$ cat config.mk
export PLATFORM = sky130hd
export DESIGN_NAME = jellyvl_etherneco_synctimer_slave_rx
export DESIGN_NICKNAME = d
export VERILOG_FILES = /design/src/rtl/jellyvl_etherneco_synctimer_slave_rx.sv
export SDC_FILE = /design/constraint.sdc
export NUM_CORES = 1
export LEC_CHECK = 0
export BUFFER_PORTS_ARGS = -buffer_cell sky130_fd_sc_hd__buf_4
export CAP_MARGIN = 30
export CORE_MARGIN = 2
export CORE_UTILIZATION = 30
export CTS_CLUSTER_SIZE = 40
export DETAILED_ROUTE_END_ITERATION = 10
export HOLD_SLACK_MARGIN = 0.06
export MAX_ROUTING_LAYER = met4
export PLACE_DENSITY_LB_ADDON = 0.12
export SYNTH_ARGS = -nofsm -noshare
export SYNTH_HDL_FRONTEND = slang
export SYNTH_SLANG_ARGS = --single-unit
$ cat constraint.sdc
create_clock -name clk -period 12.4 [get_ports clk]
set_input_delay 1.86 -clock clk [delete_from_list [all_inputs] [get_ports clk]]
set_output_delay 1.86 -clock clk [all_outputs]
set_load 0.02 [all_outputs]
$ cat src/rtl/jellyvl_etherneco_synctimer_slave_rx.sv
// EtherNeCo sync-timer slave receive front end: parses the sync command frame into a
// checked correction request and patches the measured turnaround into the response frame.
module jellyvl_etherneco_synctimer_slave_rx #(
    parameter int TIMER_WIDTH   = 64,
    parameter int TIME_BYTES    = 8,
    parameter int OFFSET_BYTES  = 4,
    parameter int ELAPSED_BYTES = 4,
    parameter int DROP_WIDTH    = 16
) (
    input  logic                       clk,
    input  logic                       reset,
    input  logic [TIMER_WIDTH-1:0]     current_time,

    input  logic                       cmd_rx_start,
    input  logic                       cmd_rx_end,
    input  logic                       cmd_rx_error,
    input  logic [7:0]                 cmd_rx_node,
    input  logic                       s_cmd_first,
    input  logic [15:0]                s_cmd_pos,
    input  logic [7:0]                 s_cmd_data,
    input  logic                       s_cmd_valid,

    input  logic                       res_rx_start,
    input  logic                       res_rx_error,
    input  logic [15:0]                s_res_pos,
    input  logic                       s_res_valid,
    output logic [7:0]                 m_res_data,
    output logic                       m_res_valid,

    output logic [TIMER_WIDTH-1:0]     correct_time,
    output logic                       correct_override,
    output logic                       correct_valid,
    output logic [ELAPSED_BYTES*8-1:0] elapsed_time,
    output logic [DROP_WIDTH-1:0]      drop_count
);

    localparam int TW = TIME_BYTES * 8;
    localparam int OW = OFFSET_BYTES * 8;
    localparam int EW = ELAPSED_BYTES * 8;

    typedef enum logic {
        IDLE,
        CMD
    } state_t;

    state_t          state;
    logic [1:0]      cmd_bits;
    logic [TW-1:0]   time_data;
    logic [OW-1:0]   offset_data;
    logic [15:0]     time_cnt;
    logic [15:0]     off_cnt;
    logic [EW-1:0]   start_time;
    logic            resp_armed;
    logic            resp_valid;

    logic            node_zero;
    logic            time_hit;
    logic            off_hit;
    logic            res_hit;
    logic            accept;
    int              time_idx;
    int              off_idx;
    int              res_idx;
    logic [OW-1:0]   offset_eff;
    logic [EW-1:0]   now_low;
    logic            unused_bits;

    assign unused_bits = ^current_time;

    // Byte-position decode for the command and response frames of this node.
    always_comb begin
        node_zero  = (cmd_rx_node == 8'd0);
        time_idx   = int'(s_cmd_pos) - 1;
        time_hit   = (time_idx >= 0) && (time_idx < TIME_BYTES);
        off_idx    = int'(s_cmd_pos) - (1 + TIME_BYTES + OFFSET_BYTES * (int'(cmd_rx_node) - 1));
        off_hit    = !node_zero && (off_idx >= 0) && (off_idx < OFFSET_BYTES);
        res_idx    = int'(s_res_pos) - (1 + TIME_BYTES + ELAPSED_BYTES * (int'(cmd_rx_node) - 1));
        res_hit    = !node_zero && (res_idx >= 0) && (res_idx < ELAPSED_BYTES);
        accept     = node_zero || ((time_cnt == 16'(TIME_BYTES)) && (off_cnt == 16'(OFFSET_BYTES)));
        offset_eff = node_zero ? '0 : offset_data;
        now_low    = EW'(current_time);
    end

    always_ff @(posedge clk or posedge reset) begin
        if (reset) begin
            state            <= IDLE;
            cmd_bits         <= '0;
            time_data        <= '0;
            offset_data      <= '0;
            time_cnt         <= '0;
            off_cnt          <= '0;
            correct_time     <= '0;
            correct_override <= 1'b0;
            correct_valid    <= 1'b0;
            drop_count       <= '0;
        end else begin
            correct_valid <= 1'b0;
            case (state)
                IDLE: begin
                    if (s_cmd_valid && s_cmd_first && !cmd_rx_error && !cmd_rx_end) begin
                        state       <= CMD;
                        cmd_bits    <= s_cmd_data[1:0];
                        time_data   <= '0;
                        offset_data <= '0;
                        time_cnt    <= '0;
                        off_cnt     <= '0;
                    end
                end
                CMD: begin
                    // Error beats end: a simultaneous end still counts as a lost request.
                    if (cmd_rx_error) begin
                        state <= IDLE;
                        if (cmd_rx_end && cmd_bits[0] && (drop_count != {DROP_WIDTH{1'b1}})) begin
                            drop_count <= drop_count + 1'b1;
                        end
                    end else if (cmd_rx_end) begin
                        state <= IDLE;
                        if (cmd_bits[0]) begin
                            if (accept) begin
                                correct_valid    <= 1'b1;
                                correct_override <= cmd_bits[1];
                                correct_time     <= TIMER_WIDTH'(time_data) + TIMER_WIDTH'(offset_eff);
                            end else if (drop_count != {DROP_WIDTH{1'b1}}) begin
                                drop_count <= drop_count + 1'b1;
                            end
                        end
                    end else if (s_cmd_valid) begin
                        if (s_cmd_first) begin
                            cmd_bits    <= s_cmd_data[1:0];
                            time_data   <= '0;
                            offset_data <= '0;
                            time_cnt    <= '0;
                            off_cnt     <= '0;
                        end else begin
                            if (time_hit) begin
                                time_data[time_idx*8 +: 8] <= s_cmd_data;
                                time_cnt                   <= time_cnt + 16'd1;
                            end
                            if (off_hit) begin
                                offset_data[off_idx*8 +: 8] <= s_cmd_data;
                                off_cnt                     <= off_cnt + 16'd1;
                            end
                        end
                    end
                end
                default: state <= IDLE;
            endcase
        end
    end

    // Turnaround measurement; a coincident command start re-arms after the old start is consumed.
    always_ff @(posedge clk or posedge reset) begin
        if (reset) begin
            start_time   <= '0;
            resp_armed   <= 1'b0;
            resp_valid   <= 1'b0;
            elapsed_time <= '0;
        end else begin
            if (res_rx_start) begin
                if (resp_armed) begin
                    elapsed_time <= now_low - start_time;
                    resp_armed   <= 1'b0;
                    resp_valid   <= 1'b1;
                end else begin
                    resp_valid <= 1'b0;
                end
            end
            if (cmd_rx_start) begin
                start_time <= now_low;
                resp_armed <= 1'b1;
            end
            if (res_rx_error) begin
                resp_valid <= 1'b0;
            end
        end
    end

    always_ff @(posedge clk or posedge reset) begin
        if (reset) begin
            m_res_valid <= 1'b0;
            m_res_data  <= '0;
        end else if (!res_rx_error && s_res_valid && resp_valid && res_hit) begin
            m_res_valid <= 1'b1;
            m_res_data  <= elapsed_time[res_idx*8 +: 8];
        end else begin
            m_res_valid <= 1'b0;
            m_res_data  <= '0;
        end
    end

endmodule
==> summary.json <==
{
  "route": {
    "drt_iter0_drc": 1039,
    "post-route-drc-count": 0,
    "drt-wirelength-per-cell_um": 17.8,
    "drt_pass1_iterations": 4,
    "detailroute.via_count": 16198,
    "postRouteWirelength_um": 57200,
    "via_per_inst": 5.03,
    "post_route_ant_nets": 0
  },
  "clock_network": {
    "post_cts_resized": 0,
    "buffers_inserted_during_post_cts_setup_optimization": 0,
    "cts_hold_buffers": 0,
    "clockRootBuffer": "sky130_fd_sc_hd__clkbuf_16",
    "insertion_delay_of_the_later_clocked_pin_in_the_worst_skew_pair_ps": 580,
    "htreeDepth": 2,
    "clock_tree_from_tritoncts": "built",
    "clockBufferDepth": 3,
    "cts-buffers-inserted": 38,
    "clkSlewWorstSetupHoldPaths_ps": 60,
    "clock_sinks": 288
  },
  "floorplan": {
    "floorplan.die_area_um2": 65700,
    "fp-row-count": 92,
    "die_width_um": 256,
    "floorplan.die.height_um": 256,
    "initial_utilization_pct": 30.3,
    "core_area_um2": 63100,
    "num_io_pins": 245
  },
  "min_path": {
    "min_path_cells": 2,
    "timing.hold.worst_endpoint": "cmd_bits[0]",
    "hold_class": "register to register",
    "hold_path.startpoint": "cmd_bits[0]"
  },
  "critical_path": {
    "cp.required_ps": 12800,
    "worst_path_most_repeated_cell": "sky130_fd_sc_hd__or4_1",
    "critPathLaunchType": "input port",
    "crit_arrival_ps": 8790,
    "critPathBufInv": 4,
    "worst_setup_end_kind": "register",
    "path_cells": "buf_4, inv_1, ha_1, or4b_4, or4_1, buf_4, nor2_1, inv_1, ha_1, a21oi_1, xnor2_1, or4_1, a2bb2o_1, a31oi_1, nor4b_1, nand4_1, and2_1, or4_1, mux2i_1",
    "slowest_stage": "sky130_fd_sc_hd__or4_1",
    "critical_path.max_stage_delay_ps": 860,
    "worst_r2r_startpoint": "offset_data[0]",
    "critPathKind": "input port to register",
    "regToRegEndpoint": "correct_time[54]",
    "timing.critical_path.fanout_max": 37,
    "timing.reg2reg.worst_path_depth": 17,
    "crit_family": "simple AND/OR/NAND/NOR gates",
    "reg2reg_slack_ps": 7680
  },
  "place": {
    "routabilityCongestion": 0.823,
    "detailed_place_hpwl_um": 42400,
    "input_output_buffers": 212,
    "placement.setup.worst_slack_ps": 3390
  },
  "power_and_ir_drop": {
    "share_clk_of_total_power_pct": 42.8,
    "total_leakage_power_nw": 10.7,
    "p_switching_mw": 0.810,
    "power_share_of_the_sequential_group_pct": 38.2,
    "internal_power_mw": 1.90,
    "p_sw_share_pct": 29.9,
    "vdd_ir_drop_max_mv": 0.0877,
    "p_per_area_nw_per_um2": 118,
    "power.share.combinational_pct": 19.1
  },
  "synthesis": {
    "mappedNetlistArea_um2": 19100,
    "synth-seq-cells": 288,
    "synth_warnings": 0,
    "synthesis.nets": 2386,
    "largest_family_of_logic_cells_by_synthesized_area": "simple AND/OR/NAND/NOR gates",
    "synthesis.area_per_instance_um2": 8.84,
    "synth_cells": 2161,
    "number_of_enable_flip_flop_cells_after_synthesis": 0,
    "synth_mux_area_share_pct": 5.94,
    "netlist-cell-type-count": 94,
    "simple_gate_area_share_of_the_yosys_netlist_pct": 22.0,
    "synth_sequential_area_ratio_pct": 37.7,
    "synth_top_flop_cell": "sky130_fd_sc_hd__dfrtp_1",
    "async_flop_share_pct": 100,
    "yosys.area_share.adder_pct": 6.87,
    "synth_xor_area_share_pct": 6.55,
    "synth_compound_gate_area_share_pct": 16.8
  },
  "timing": {
    "max_slew.worst_pin.slew_ps": 913,
    "final_ws_setup_ps": 4010,
    "final.setup.tns_ps": 0,
    "achievable-frequency_mhz": 119,
    "slew_headroom_pct": 38.5,
    "final_max_slew_viols": 0,
    "period_needed_ps": 8390,
    "unrepaired_setup_endpoints_after_global_routing": "false",
    "final-hold-violation-count": 0,
    "fin_crit_sh_pct": 67.7,
    "finalSetupViolations": 0,
    "final.setup_skew_ps": 47.4
  },
  "layout": {
    "num-fill-cells": 6575,
    "area.growth.synth_to_final_pct": 19.9,
    "drive_gt1_share_pct": 15.5,
    "nNetsFinal": 2568
  },
  "global_routing": {
    "antenna_violations_before_repair": 2,
    "overflow": 0,
    "global_route_wire_length_before_repair_um": 92500,
    "global_route.usage.total_pct": 17.9,
    "grt_pass1_vias": 16199,
    "largest_net_degree_at_the_start_of_global_routing": 94
  },
  "status": {
    "status": "finished clean"
  },
  "flow_run": {
    "max-cap-violations": 0
  }
}
-- state kept, by name (all words and copies together), names as in the netlist, 8 cells and up --
name          flops
correct_time     64
m_res_data        8
off_cnt          16
offset_data      32
time_cnt         16
elapsed_time     32
start_time       32
drop_count       16
time_data        64
-- layer usage --
layer,global-route usage [%],up-vias,wire length (um)
met1,23.0,7812,26400
met2,29.7,254,27500
met3,3.27,52,2570
met5,-,-,0
li1,-,8080,-
met4,3.26,0,768
-- placed cells by master, fill, tap and decap left out, types with 22 or more instances in the layout --
cell and instances:
sky130_fd_sc_hd__nand2_1 295, sky130_fd_sc_hd__dfrtp_1 288, sky130_fd_sc_hd__buf_4 227, sky130_fd_sc_hd__o21ai_0 150, sky130_fd_sc_hd__nor2_1 141, sky130_fd_sc_hd__inv_1 111
sky130_fd_sc_hd__ha_1 101, sky130_fd_sc_hd__xnor2_1 84, sky130_fd_sc_hd__mux2i_1 83, sky130_fd_sc_hd__a21oi_1 78, sky130_fd_sc_hd__nand3_1 74, sky130_fd_sc_hd__xor2_1 54
sky130_fd_sc_hd__and2_1 48, sky130_fd_sc_hd__clkbuf_16 38, sky130_fd_sc_hd__and3_1 37, sky130_fd_sc_hd__nor3_1 37, sky130_fd_sc_hd__a21o_1 33, sky130_fd_sc_hd__nor2b_1 31
sky130_fd_sc_hd__nand4_1 31, sky130_fd_sc_hd__a31oi_1 30, sky130_fd_sc_hd__nand2b_1 24, sky130_fd_sc_hd__or4_1 22
-- power by group through the flow --
stage,Clock (mW),Combinational (mW),Sequential (mW)
global placement,0,0.514,1.05
global route,1.24,0.578,1.04
CTS,1.20,0.524,1.04
finish,1.16,0.517,1.03
detailed placement,0,0.520,1.05
floorplan,0,0.316,1.07
-- kinds of logic (layout without fill, tap and decap cells) --
family / Yosys count / count (layout)
AND/OR/NAND/NOR: 843 / 843
AO/OA/AOI/OAI: 483 / 483
flip-flops: 288 / 288
buffers and inverters: 201 / 412
XOR/XNOR: 140 / 140
adder cells (fa/ha/maj): 104 / 104
multiplexers: 102 / 102
other: 0 / 2
-- synth_stat cells (16+ instances only) --
cell type                  count  area, um2
sky130_fd_sc_hd__dfrtp_1     288       7210
sky130_fd_sc_hd__and3_1       37        231
sky130_fd_sc_hd__o31ai_1      16        120
sky130_fd_sc_hd__nand2_1     296       1110
sky130_fd_sc_hd__nand3_1      75        375
sky130_fd_sc_hd__a31o_2       19        166
sky130_fd_sc_hd__nand2b_1     24        150
sky130_fd_sc_hd__o21a_1       20        150
sky130_fd_sc_hd__xnor2_1      84        736
sky130_fd_sc_hd__or4_1        22        165
sky130_fd_sc_hd__clkbuf_1     73        274
sky130_fd_sc_hd__o211ai_1     20        150
sky130_fd_sc_hd__mux2i_1      83        831
sky130_fd_sc_hd__nor2b_1      31        194
sky130_fd_sc_hd__o21ai_0     150        751
sky130_fd_sc_hd__inv_1       112        420
sky130_fd_sc_hd__a21o_1       33        248
sky130_fd_sc_hd__ha_1        101       1260
sky130_fd_sc_hd__nor3_1       37        185
sky130_fd_sc_hd__a22o_1       16        140
sky130_fd_sc_hd__a31oi_1      30        188
sky130_fd_sc_hd__nand4_1      31        194
sky130_fd_sc_hd__or3_1        20        125
sky130_fd_sc_hd__nor2_1      142        533
sky130_fd_sc_hd__a21oi_1      79        395
sky130_fd_sc_hd__xor2_1       54        473
sky130_fd_sc_hd__and2_1       48        300
-- worst register-to-register path, cell delays in order, from the launching register on --
cell	delay, ps
sky130_fd_sc_hd__dfrtp_1	350
sky130_fd_sc_hd__and2_1	130
sky130_fd_sc_hd__ha_1	190
sky130_fd_sc_hd__inv_1	70
sky130_fd_sc_hd__fa_1	390
sky130_fd_sc_hd__nor2b_1	120
sky130_fd_sc_hd__o21ai_0	110
sky130_fd_sc_hd__a21boi_0	270
sky130_fd_sc_hd__o21ai_0	160
sky130_fd_sc_hd__a21oi_1	310
sky130_fd_sc_hd__o21ai_0	230
sky130_fd_sc_hd__and4b_1	280
sky130_fd_sc_hd__a21boi_0	440
sky130_fd_sc_hd__a221o_1	360
sky130_fd_sc_hd__a21oi_2	210
sky130_fd_sc_hd__buf_8	220
sky130_fd_sc_hd__or4b_2	640
sky130_fd_sc_hd__a31oi_1	170
-- layout make-up --
cell class | instances | area [um2] | area share (%)
antenna | 2 | 5.00 | 0.0218
clock buffer | 52 | 1070 | 4.68
clock inverter | 17 | 250 | 1.09
inverter | 113 | 432 | 1.88
multi-input combinational | 1672 | 11100 | 48.6
sequential | 288 | 7210 | 31.4
tap | 846 | 1060 | 4.62
timing repair buffer | 230 | 1770 | 7.71
-- worst max-delay path by stage --
stage	slack, ps	end	cells after the start	from
after floorplan	2590	cmd_bits[0]	1	reset
after global placement	3470	offset_data[19]	19	cmd_rx_node[0]
after detailed placement	3390	offset_data[17]	19	cmd_rx_node[0]
after CTS	3980	offset_data[16]	19	cmd_rx_node[0]
after global routing	3480	offset_data[23]	19	cmd_rx_node[0]
final	4010	offset_data[16]	19	cmd_rx_node[0]
-- metrics by stage --
step | cell area, um2 | util [%] | hold WS [ps] | power, mW | std cells
detailed placement | 21600 | 34.2 | 468 | 1.57 | 3149
finish | 22900 | 36.3 | 475 | 2.71 | 3220
floorplan | 19100 | - | 439 | 1.38 | 2161
global route | 22900 | 36.3 | 498 | 2.86 | 3219
CTS | 22900 | 36.3 | 481 | 2.76 | 3218
global placement | 21500 | 34.1 | 462 | 1.57 | 3146
(Power assumes the default switching activity.)
